$ cat src/rtl/mte_pkg.sv
// Shared constants, FSM state type and the canonical MAC-then-encrypt transforms.
package mte_pkg;

  localparam int         MTE_W   = 8;
  localparam logic [7:0] MAC_XOR = 8'h5A;
  localparam int         ROT     = 3;

  typedef enum logic [1:0] {
    S_DATA  = 2'd0,
    S_MAC   = 2'd1,
    S_CHECK = 2'd2,
    S_OUT   = 2'd3
  } mte_rx_state_t;

  function automatic logic [7:0] mte_encrypt(input logic [7:0] p, input logic [7:0] k);
    logic [7:0] x;
    x = p ^ k;
    return {x[7-ROT:0], x[7:8-ROT]};
  endfunction

  function automatic logic [7:0] mte_decrypt(input logic [7:0] c, input logic [7:0] k);
    return {c[ROT-1:0], c[7:ROT]} ^ k;
  endfunction

  // Sum wraps mod 256 because the result is truncated to 8 bits.
  function automatic logic [7:0] mte_mac(input logic [7:0] d, input logic [7:0] k);
    logic [7:0] s;
    s = d + k;
    return s ^ MAC_XOR;
  endfunction

endpackage

$ cat src/rtl/mte_rx_check.sv
// Combinational frame check: decrypt both cipher bytes, regenerate the MAC and compare.
module mte_rx_check
  import mte_pkg::*;
(
  input  logic [MTE_W-1:0] cd,
  input  logic [MTE_W-1:0] cm,
  input  logic [MTE_W-1:0] k,
  output logic [MTE_W-1:0] pd,
  output logic             eq
);

  logic [MTE_W-1:0] pm;

  assign pd = mte_decrypt(cd, k);
  assign pm = mte_decrypt(cm, k);
  assign eq = (mte_mac(pd, k) == pm);

endmodule

$ cat src/rtl/mte_receiver.sv
// Receive side of the MAC-then-encrypt link: collects a two-byte cipher frame,
// authenticates it and presents plaintext (or a zeroed failure) on a valid/ready port.
module mte_receiver
  import mte_pkg::*;
#(
  parameter int W = MTE_W
) (
  input  logic         clock,
  input  logic         reset,
  input  logic [W-1:0] key,
  input  logic         in_valid,
  input  logic [W-1:0] in_data,
  output logic         in_ready,
  output logic         out_valid,
  input  logic         out_ready,
  output logic [W-1:0] OUT,
  output logic         valid_key,
  output logic [7:0]   err_count
);

  mte_rx_state_t state_q, state_d;

  logic [W-1:0] cd_q, cd_d;
  logic [W-1:0] cm_q, cm_d;
  logic [W-1:0] k_l_q, k_l_d;
  logic [W-1:0] out_q, out_d;
  logic         valid_key_q, valid_key_d;
  logic [7:0]   err_count_q, err_count_d;

  logic [W-1:0] pd;
  logic         eq;

  mte_rx_check u_check (
    .cd (cd_q),
    .cm (cm_q),
    .k  (k_l_q),
    .pd (pd),
    .eq (eq)
  );

  // State register
  always_ff @(posedge clock) begin
    if (reset) begin
      state_q <= S_DATA;
    end else begin
      state_q <= state_d;
    end
  end

  // Next-state logic
  always_comb begin
    state_d = state_q;
    case (state_q)
      S_DATA:  if (in_valid)  state_d = S_MAC;
      S_MAC:   if (in_valid)  state_d = S_CHECK;
      S_CHECK:                state_d = S_OUT;
      S_OUT:   if (out_ready) state_d = S_DATA;
      default:                state_d = S_DATA;
    endcase
  end

  // Handshake outputs depend on registered state only.
  always_comb begin
    in_ready  = 1'b0;
    out_valid = 1'b0;
    case (state_q)
      S_DATA:  in_ready  = 1'b1;
      S_MAC:   in_ready  = 1'b1;
      S_OUT:   out_valid = 1'b1;
      default: ;
    endcase
  end

  // Datapath next-state: key is latched with the data byte and held for the frame.
  always_comb begin
    cd_d        = cd_q;
    cm_d        = cm_q;
    k_l_d       = k_l_q;
    out_d       = out_q;
    valid_key_d = valid_key_q;
    err_count_d = err_count_q;
    case (state_q)
      S_DATA: begin
        if (in_valid) begin
          cd_d  = in_data;
          k_l_d = key;
        end
      end
      S_MAC: begin
        if (in_valid) cm_d = in_data;
      end
      S_CHECK: begin
        out_d       = eq ? pd : '0;
        valid_key_d = eq;
        if (!eq && (err_count_q != 8'hFF)) err_count_d = err_count_q + 8'd1;
      end
      default: ;
    endcase
  end

  always_ff @(posedge clock) begin
    if (reset) begin
      cd_q        <= '0;
      cm_q        <= '0;
      k_l_q       <= '0;
      out_q       <= '0;
      valid_key_q <= 1'b0;
      err_count_q <= 8'h00;
    end else begin
      cd_q        <= cd_d;
      cm_q        <= cm_d;
      k_l_q       <= k_l_d;
      out_q       <= out_d;
      valid_key_q <= valid_key_d;
      err_count_q <= err_count_d;
    end
  end

  assign OUT       = out_q;
  assign valid_key = valid_key_q;
  assign err_count = err_count_q;

endmodule

$ cat config.mk
export PLATFORM = sky130hd
export DESIGN_NAME = mte_receiver
export DESIGN_NICKNAME = d
export VERILOG_FILES = /design/src/rtl/mte_pkg.sv /design/src/rtl/mte_rx_check.sv /design/src/rtl/mte_receiver.sv
export SDC_FILE = /design/constraint.sdc
export NUM_CORES = 1
export LEC_CHECK = 0
export BUFFER_PORTS_ARGS = -buffer_cell sky130_fd_sc_hd__buf_4
export CORE_UTILIZATION = 40
export CTS_BUF_LIST = sky130_fd_sc_hd__clkbuf_8
export CTS_CLUSTER_SIZE = 20
export DETAILED_ROUTE_END_ITERATION = 7
export PLACE_DENSITY_LB_ADDON = 0.25
export RECOVER_POWER = 25
export SLEW_MARGIN = 20
export SYNTH_ARGS = -nofsm -noshare
export SYNTH_HDL_FRONTEND = slang
export SYNTH_SLANG_ARGS = --single-unit
$ cat constraint.sdc
create_clock -name clock -period 8.8 [get_ports clock]
set_input_delay 0.88 -clock clock [delete_from_list [all_inputs] [get_ports clock]]
set_output_delay 0.88 -clock clock [all_outputs]
set_load 0.01 [all_outputs]
==> metrics.txt, run 1 <==
Tcrit/Tclk final 37.30%; GRT Total Usage 16.11%; highest clock rate 0.3047 GHz; Rows 26; clock skew 0.002641 ns; CP endpoint kind register; layout cells sized above 1 18.12%; synth top area cells dfxtp_1 (39%), nand2_1 (9.2%), a21oi_1 (7.5%); PortBufs 38; H-tree depth 2; synth unique cells 43; Worst slew margin 41.95%; Fin Setup TNS 0 ns; postcts setup bufs 0; status finished, final reports clean; DRT Wirelength 4534 um; Avg Vias per Cell 5.022; dpl hpwl 3344 um; root buffer cell clkbuf_8; aggregate global routing overflow 0; Synth Warn # 0; via count 1848; Mapped Nets 293; crit path from cd_q[0]; CP Data Arrival Time 3.46 ns; most frequent cells in the layout nand2_1 (54), dfxtp_1 (43), a21oi_1 (33); CTS buffer count 5; post-synth top area share 39.25%; Peak VDD IR 183.4 uV; clock latency at the later pin of the worst-skew pair 0.29 ns; fin. max-slew vios 0; area added between synthesis and finish 19.28%; leakage 0.9672 nW; # setup viols final 0; Max Cap Violations 0; cell area power density 256.7 nW/um2; Final Power 0.6715 mW; slew of the pin with the lowest slew margin 0.8642 ns; Synth Instances 262; crit path kind register to register; number of synthesized register bits 43; leading cell type in the layout, fill and taps excluded nand2_1; CTS tree built; final net count 328; Hold Fails Final Rpt 0; DRT Pass-1 Iters 4; worst r2r src cd_q[0]; Sink Count 43; CP Launch Type register; Clock Tree Buf Depth 2; post-synthesis sequential area ratio 39.25%; vias in the first global route 1608; first-pass GRT wire length 7562 um; drt first-iter violations 89; wire per inst 12.32 um; Post-DP Area 2521 um2; Hold Buf Count CTS 0; Final Cell Area 2616 um2; maximum number of pins on one net before global-route repair 39; Starting Density 42.14%; Die X 76.05 um; die footprint 5784 um2; RSZ-0062 raised after global routing no; crit path max fanout 18; post-CTS resize count 0; syn avg cell area 8.372 um2; initial antenna violation count 0; Netlist Area Pre-Place 2193 um2; Die Ht 76.05 um; post-route ant nets 0; fillers 553; Placer Congestion 0.8269; hold_sp OUT[4]; HP Class register to register; clk slew on worst S/H paths 0.08 ns; Period minus WS final 3.282 ns; ANT cells 0; core outline area 5205 um2; Ports 39; Synth area leader dfxtp_1; CP required 8.98 ns; Remaining DRCs 0
-- final cells by class --
type                    instances  area [um2]  share of cell area [%]
clock buffers                   6       82.58                   3.156
well taps                      70       87.58                   3.348
flip-flops and latches         43       860.8                   32.90
multi-input cells             198        1246                   47.63
repair buffers                 38       262.8                   10.04
clock inverters                 2       35.03                   1.339
inverters                      11       41.29                   1.578
-- synth_stat cells --
cell type / instances
dfxtp_1: 43
a211oi_1: 2
xor2_1: 10
o21ai_1: 10
a21oi_1: 33
nor3_1: 2
clkbuf_1: 9
mux2i_1: 8
ha_1: 11
and4_1: 1
mux2_1: 1
and3_1: 1
nand3b_1: 1
nand2_2: 1
or4_1: 1
nor2_1: 8
buf_6: 1
o21a_1: 2
and3_4: 1
nor4_4: 1
or3_1: 1
xnor2_1: 7
or4_4: 1
o221ai_1: 1
nor4_1: 1
o32ai_4: 1
nand2b_1: 1
and2_1: 1
or3_2: 6
o22ai_1: 2
and2_2: 1
o21ai_0: 4
nor4b_1: 1
nor3b_2: 1
nor2b_1: 2
nor4_2: 1
nand3_1: 11
nand2_1: 54
o31ai_1: 2
a32o_1: 1
inv_1: 11
o211ai_1: 2
nand4_1: 2
-- per-stage QoR --
stage          hold slack [ns]  utilization, %  setup WS (ns)  std cells
3_3_place_gp            0.4391           48.44          5.596        360
2_1_floorplan           0.4363               -          5.989        262
3_5_place_dp            0.4442           48.44          5.537        360
6_report                0.4471           50.26          5.518        368
4_1_cts                 0.4556           50.70          5.517        368
5_1_grt                 0.4853           50.26          5.343        368
-- power breakdown --
group	total [mW]	switching (mW)	internal, mW
combinational	0.263	0.156	0.107
clock	0.159	0.0670	0.0919
sequential	0.250	0.0283	0.222
total	0.671	0.251	0.420
-- kinds of logic after synthesis --
logic type,after synthesis,share of synthesized area (%)
flip-flops,43,39.25
XOR/XNOR,17,6.788
AO/OA/AOI/OAI,60,16.14
AND/OR/NAND/NOR,101,23.45
multiplexers,9,4.164
buffers and inverters,21,3.936
adder cells (fa/ha/maj),11,6.275
-- state kept, by name, indices dropped and copies added (netlist names) --
signal,cells
OUT,8
k_l_q,8
cd_q,8
state_q,2
err_count,8
valid_key,1
cm_q,8
-- worst max-delay path, stage by stage (launching register included) --
cell	delay, ns
dfxtp_1	0.37
inv_1	0.06
ha_1	0.37
and3_4	0.22
o32ai_4	0.26
xnor2_1	0.10
or4_4	0.55
nor4_4	0.80
nor4_2	0.13
mux2_1	0.33
-- worst paths after layout --
kind	endpoint	slack (ns)	depth (start not counted)
worst min-delay path	OUT[4]	0.45	2
worst max register to register	err_count[7]	5.52	9
worst min register to register	OUT[4]	0.45	2
worst max-delay path	err_count[7]	5.52	9
-- routing by layer --
layer	vias to the layer above	share of wire, %	track usage [%]
li1	975	-	-
met5	-	0	0
met4	0	1.2	5.577
met3	7	4.3	3.713
met1	824	53	23.28
met2	42	42	23.36
No activity file was read; power rests on OpenSTA's default activity.
==> run 2: changes to the inputs <==
--- a/config.mk
+++ b/config.mk
@@ -5,6 +5,7 @@
 export SDC_FILE = /design/constraint.sdc
 export NUM_CORES = 1
 export LEC_CHECK = 0
+export ABC_AREA = 1
 export BUFFER_PORTS_ARGS = -buffer_cell sky130_fd_sc_hd__buf_4
 export CORE_UTILIZATION = 40
 export CTS_BUF_LIST = sky130_fd_sc_hd__clkbuf_8
==> constraint.sdc (replaced) <==
create_clock -name clock -period 2.8 [get_ports clock]
set_input_delay 0.28 -clock clock [delete_from_list [all_inputs] [get_ports clock]]
set_output_delay 0.28 -clock clock [all_outputs]
set_load 0.01 [all_outputs]
==> run 2 against run 1 <==
  * Wire length is 33% higher
  * Cell area up 20%
  * Largest power group unchanged
  * Die area up 25%
==> metrics.txt, run 2 <==
EDFF count, synth 0 (unchanged); Peak VDD IR 400.0 uV (+120%); Die X 85.05 um (+12%); Mapped Nets 392 (+34%); layout cells sized above 1 27.50% (+9.4 points); wire length on met3 132 um (-33%); highest clock rate 0.4320 GHz (+42%); Remaining DRCs 0 (unchanged); cell family with most CP delay simple AND/OR/NAND/NOR gates; syn avg cell area 7.642 um2 (-8.7%); max layer used met4; synth cell count leaders nand2_1 (64), dfxtp_1 (43), inv_1 (37), o21ai_0 (29); postcts setup bufs 0 (unchanged); first-pass GRT wire length 10440 um (+38%); most frequent cells in the layout nand2_1 (64), dfxtp_1 (43), inv_1 (38); Sink Count 43 (unchanged); Placer Congestion 0.8345 (+0.92%); final net count 430 (+31%); CTS tree built; CP max stage delay 0.40 ns (-0.40 ns); aggregate global routing overflow 0 (unchanged); count leader, synth nand2_1; Avg Vias per Cell 4.847 (-3.5%); post-CTS resize count 0 (unchanged); cell breakdown of the critical path inv_1 -> ha_1 -> inv_1 -> nand2_1 -> nand2_2 -> nand2_1 -> nand3_1 -> nand2_1 -> nor2_1 -> nand3_1 -> nor2_4 -> nand2_8 -> nand2_8 -> nand2_2 -> a21oi_2; Starting Density 42.48% (+0.34 points); Tcrit/Tclk final 82.68% (+45 points); number of synthesized register bits 43 (unchanged); post-route ant nets 0 (unchanged); initial antenna violation count 0 (unchanged); WP buf/inv 2 (+1); CP Data Arrival Time 2.54 ns (-0.92 ns); Top cell by count, worst path nand2_1; Synth Warn # 0 (unchanged); Period minus WS final 2.315 ns (-0.9673 ns); Fin Setup TNS 0 ns (unchanged); drt first-iter violations 81 (-9.0%); die footprint 7234 um2 (+25%); clk slew on worst S/H paths 0.08 ns (about the same); status finished, final reports clean; wire per inst 12.62 um (+2.5%); CP max-delay cell dfxtp_1; Netlist Area Pre-Place 2759 um2 (+26%); post-synth top area share 31.20% (-8.0 points); ANT cells 0 (unchanged); Die Ht 85.05 um (+12%); post-synthesis sequential area ratio 31.20% (-8.0 points); DRT Pass-1 Iters 4 (unchanged); post-layout util 48.43% (-1.8 points); CP endpoint kind register; Clock Tree Buf Depth 2 (unchanged); via count 2312 (+25%); Worst slew margin 44.69% (+2.7 points); Max Cap Violations 0 (unchanged); CP required 3.03 ns (-5.95 ns); Synth area leader dfxtp_1; leakage 1.350 nW (+40%); Synth Instances 361 (+38%); Hold Fails Final Rpt 0 (unchanged); maximum number of pins on one net before global-route repair 31 (-21%); cell area power density 953.2 nW/um2 (+270%); GRT Total Usage 18.33% (+2.2 points); leading cell type in the layout, fill and taps excluded nand2_1; detailed-route wire length on metal 1 3075 um (+28%); clock latency at the later pin of the worst-skew pair 0.29 ns (about the same); vias in the first global route 2267 (+41%); Hold Buf Count CTS 0 (unchanged); H-tree depth 2 (unchanged); CTS buffer count 5 (unchanged); synth unique cells 33 (-23%); root buffer cell clkbuf_8; PortBufs 38 (unchanged); RSZ-0062 raised after global routing no; Rows 29 (+12%); Ports 39 (unchanged); clock skew 0.007362 ns (+0.004721 ns); # setup viols final 0 (unchanged); synth top area cells dfxtp_1 (31%), nand2_1 (8.7%), nand2_2 (5.4%); dpl hpwl 4728 um (+41%); crit path max fanout 9 (-9); prevailing post-synth register cell dfxtp_1; CP Launch Type register; slew of the pin with the lowest slew margin 0.8277 ns (-0.03657 ns); area added between synthesis and finish 14.01%; HP Class input pin to register; DRT Wirelength 6021 um (+33%); core outline area 6495 um2 (+25%); Final Power 2.998 mW (+350%); crit path kind register to register; met2 WL post-DR 2703 um (+43%); fin. max-slew vios 0 (unchanged); ys async rst share 0% (unchanged)
-- run 2: final cells by class --
| cell class | count | area, um2 |
|---|---|---|
| fill | 665 | 3349 |
| sequential | 43 | 860.8 |
| clock buffer | 5 | 68.82 |
| inverter | 47 | 178.9 |
| timing repair buffer | 39 | 236.5 |
| clock inverter | 3 | 16.27 |
| multi-input combinational | 263 | 1688 |
| tap | 77 | 96.34 |
-- run 2: kinds of logic (layout without fill, tap and decap cells) --
kind of cell               Yosys count  in the layout  share of synthesized area (%)
AOI/OAI and AO/OA                   65             65                          15.15
xor gates and xnor gates            20             20                          6.621
adders and majority gates           11             11                          4.989
buffers and inverters               55             94                          7.619
DFF                                 43             43                          31.20
and+or+nand+nor                    167            167                          34.42
-- run 2: where the power goes --
group          leakage, nW  internal, mW  switching [mW]
Combinational        0.954         0.622            1.15
Sequential           0.351         0.729           0.109
Clock               0.0453         0.171           0.214
-- run 2: layer usage --
| metal | global-route usage (%) | up-vias |
|---|---|---|
| li1 | - | 1235 |
| met1 | 24.98 | 1043 |
| met2 | 29.03 | 26 |
| met3 | 3.210 | 8 |
| met4 | 6.780 | 0 |
| met5 | 0 | - |
-- run 2: worst paths after layout --
check,start,to,slack [ns],cells past startpoint
min reg2reg,valid_key,valid_key,0.47,2
min,key[7],k_l_q[7],0.24,3
max,cd_q[4],err_count[0],0.49,15
max reg2reg,cd_q[4],err_count[0],0.49,15
-- run 2: metrics by stage --
stage                     setup WS, ns  area (um2)  hold slack [ns]  std cells
after global routing            0.2950        3146           0.2479        477
after global placement          0.5660        3117           0.4593        469
after detailed placement        0.5488        3117           0.4610        469
after floorplan                 0.8563        2759           0.4353        361
after CTS                       0.5172        3202           0.2261        477
final                           0.4851        3146           0.2357        477
-- run 2: worst register-to-register path, cell delays in order (launching register included) --
cell,delay [ns]
dfxtp_1,0.40
inv_1,0.09
ha_1,0.33
inv_1,0.16
nand2_1,0.08
nand2_2,0.11
nand2_1,0.08
nand3_1,0.10
nand2_1,0.05
nor2_1,0.12
nand3_1,0.16
nor2_4,0.17
nand2_8,0.10
nand2_8,0.12
nand2_2,0.06
a21oi_2,0.11
==> run 3: changes to the inputs <==
==> constraint.sdc (replaced) <==
create_clock -name clock -period 2.11 [get_ports clock]
set_input_delay 0.211 -clock clock [delete_from_list [all_inputs] [get_ports clock]]
set_output_delay 0.211 -clock clock [all_outputs]
set_load 0.01 [all_outputs]
==> run 3 against run 2 <==
  * First-iteration DRC count is 30% higher
  * Utilization rose by 4.9 points
  * Setup slack got worse by 0.36 ns
  * Flip-flop and latch count did not move
  * Via count increased by 3.8%
  * Die area stayed put
  * Non-clock buffer count rose by 16
  * Fmax grew 17%
  * Clock power up 49%
  * Power increased by 54%
  * Wire length increased by 3.0%
==> metrics.txt, run 3 (synthesized netlist as in run 2, its figures left out) <==
CP max-delay cell dfxtp_2; slew of the pin with the lowest slew margin 0.5671 ns (-0.2606 ns); vias in the first global route 2373 (+4.7%); Avg Vias per Cell 4.846 (about the same); clk slew on worst S/H paths 0.09 ns (about the same); cell breakdown of the critical path ha_4 -> buf_4 -> xor2_1 -> nand2_1 -> nand3_2 -> nor2_2 -> nand3_2 -> nor2_4 -> buf_4 -> nand2_4 -> nand3_1 -> a21oi_2; Hold Buf Count CTS 0 (unchanged); GRT Total Usage 18.09% (-0.24 points); share of power burned in registers 24.4% (-3.5 points); CTS tree built; CP Launch Type register; most frequent cells in the layout nand2_1 (61), buf_4 (40), dfxtp_1 (36); via count 2399 (+3.8%); Comb power frac 63.1% (+3.9 points); root buffer cell clkbuf_8; clock latency at the later pin of the worst-skew pair 0.31 ns (+0.02 ns); Placer Congestion 0.8091 (-3.0%); Hold Fails Final Rpt 0 (unchanged); leading cell type in the layout, fill and taps excluded nand2_1; Sink Count 43 (unchanged); H-tree depth 2 (unchanged); Starting Density 42.48% (unchanged); Fin Setup TNS 0 ns (unchanged); ANT cells 0 (unchanged); post-layout util 53.30% (+4.9 points); Clock Tree Buf Depth 2 (unchanged); die footprint 7234 um2 (unchanged); Ports 39 (unchanged); initial antenna violation count 0 (unchanged); CP required 2.30 ns (-0.73 ns); status finished, final reports clean; CP Data Arrival Time 2.18 ns (-0.36 ns); Rows 29 (unchanged); DRT Pass-1 Iters 4 (unchanged); Sw Share 47.97% (-1.3 points); fin. max-slew vios 0 (unchanged); area added between synthesis and finish 25.49%; CTS buffer count 5 (unchanged); clock skew 0.009473 ns (+0.002110 ns); CP max stage delay 0.41 ns (about the same); cell area power density 1331 nW/um2 (+40%); Peak VDD IR 700.5 uV (+75%); Die X 85.05 um (unchanged); crit path kind register to register; Die Ht 85.05 um (unchanged); wire per inst 12.53 um (-0.71%); crit path max fanout 4 (-5); first-pass GRT wire length 10470 um (+0.34%); Worst slew margin 62.15% (+17 points); highest clock rate 0.5040 GHz (+17%); Tcrit/Tclk final 94.03% (+11 points); fillers 596 (-10%); CP endpoint kind register; Period minus WS final 1.984 ns (-0.3308 ns); NetSw 2.211 mW (+50%); Clock Power Share 12.5% (-0.4 points); Max Cap Violations 0 (unchanged); RSZ-0062 raised after global routing yes; Power Internal 2.398 mW (+58%); aggregate global routing overflow 0 (unchanged); final net count 448 (+4.2%); post-route ant nets 0 (unchanged); DRT Wirelength 6204 um (+3.0%); leakage 1.486 nW (+10%); drt first-iter violations 105 (+30%); layout cells sized above 1 37.08% (+9.6 points); # setup viols final 0 (unchanged); maximum number of pins on one net before global-route repair 26 (-16%); Remaining DRCs 0 (unchanged); dpl hpwl 4750 um (+0.47%); core outline area 6495 um2 (unchanged); PortBufs 38 (unchanged); HP Class input pin to register
[run 3: changes by cell type in the layout (fill, tap and decap cells not counted), moves of 3 or more]
cell	previous run	this run
buf_4	24	40
nand2_4	3	10
inv_2	6	11
dfxtp_2	0	7
dfxtp_1	43	36
nand2_1	64	61
ha_4	0	5
ha_1	11	6
inv_1	38	31
nand2_2	24	21
[run 3: timing repair]
action	4_1_cts	5_1_grt
pin swaps	0	22
resized for setup	1	36
gates cloned	0	2
buffers inserted	0	5
endpoints found under the setup margin	16	17
[run 3: final timing paths]
kind                                     end      start  depth (start not counted)  slack [ns]
worst min register to register     valid_key  valid_key                          2        0.47
worst min-delay path                k_l_q[7]     key[7]                          3        0.15
worst max-delay path            err_count[6]   k_l_q[2]                         12        0.13
worst max register to register  err_count[6]   k_l_q[2]                         12        0.13
[run 3: final cells by class]
class                      instances  area [um2]  share of cell area [%]
multi-input combinational        265        1857                   53.63
sequential                        43       869.6                   25.12
timing repair buffer              55       356.6                   10.30
inverter                          47       183.9                   5.313
tap                               77       96.34                   2.783
clock buffer                       6       82.58                   2.385
clock inverter                     2       16.27                  0.4698
[run 3: power by group through the flow]
stage / logic (mW) / clock network (mW) / registers [mW]
floorplan: 1.92 / 0 / 1.10
global placement: 2.49 / 0 / 1.10
detailed placement: 2.52 / 0 / 1.11
CTS: 2.55 / 0.582 / 1.09
global route: 3.21 / 0.620 / 1.15
finish: 2.91 / 0.574 / 1.12
[run 3: routing by layer]
layer  part of all wire, %  track usage [%]  wire, um
met5                     0                0         0
met2                    47            29.25      2935
met1                    49            23.80      3010
met3                   2.6            3.502       160
met4                   1.6            7.088        98
[run 3: stage by stage]
stage | hold WS [ns] | cell area (um2) | power (mW) | std cells | setup WS, ns
after detailed placement | 0.4607 | 3199 | 3.630 | 480 | -0.03704
after CTS | 0.1541 | 3311 | 4.223 | 488 | 0.02021
after global placement | 0.4599 | 3199 | 3.588 | 480 | 0.01650
final | 0.1541 | 3462 | 4.609 | 495 | 0.1259
after global routing | 0.1765 | 3462 | 4.985 | 495 | -0.02979
after floorplan | 0.3777 | 2759 | 3.022 | 361 | 0.1663
[run 3: worst max-delay path, delay by kind of cell (launching register included)]
family / cells / cell delay (ns)
flops: 1 / 0.41
simple gates: 7 / 0.75
buf+inv: 2 / 0.29
compound gates: 1 / 0.06
fa+ha+maj: 1 / 0.24
xor+xnor: 1 / 0.13
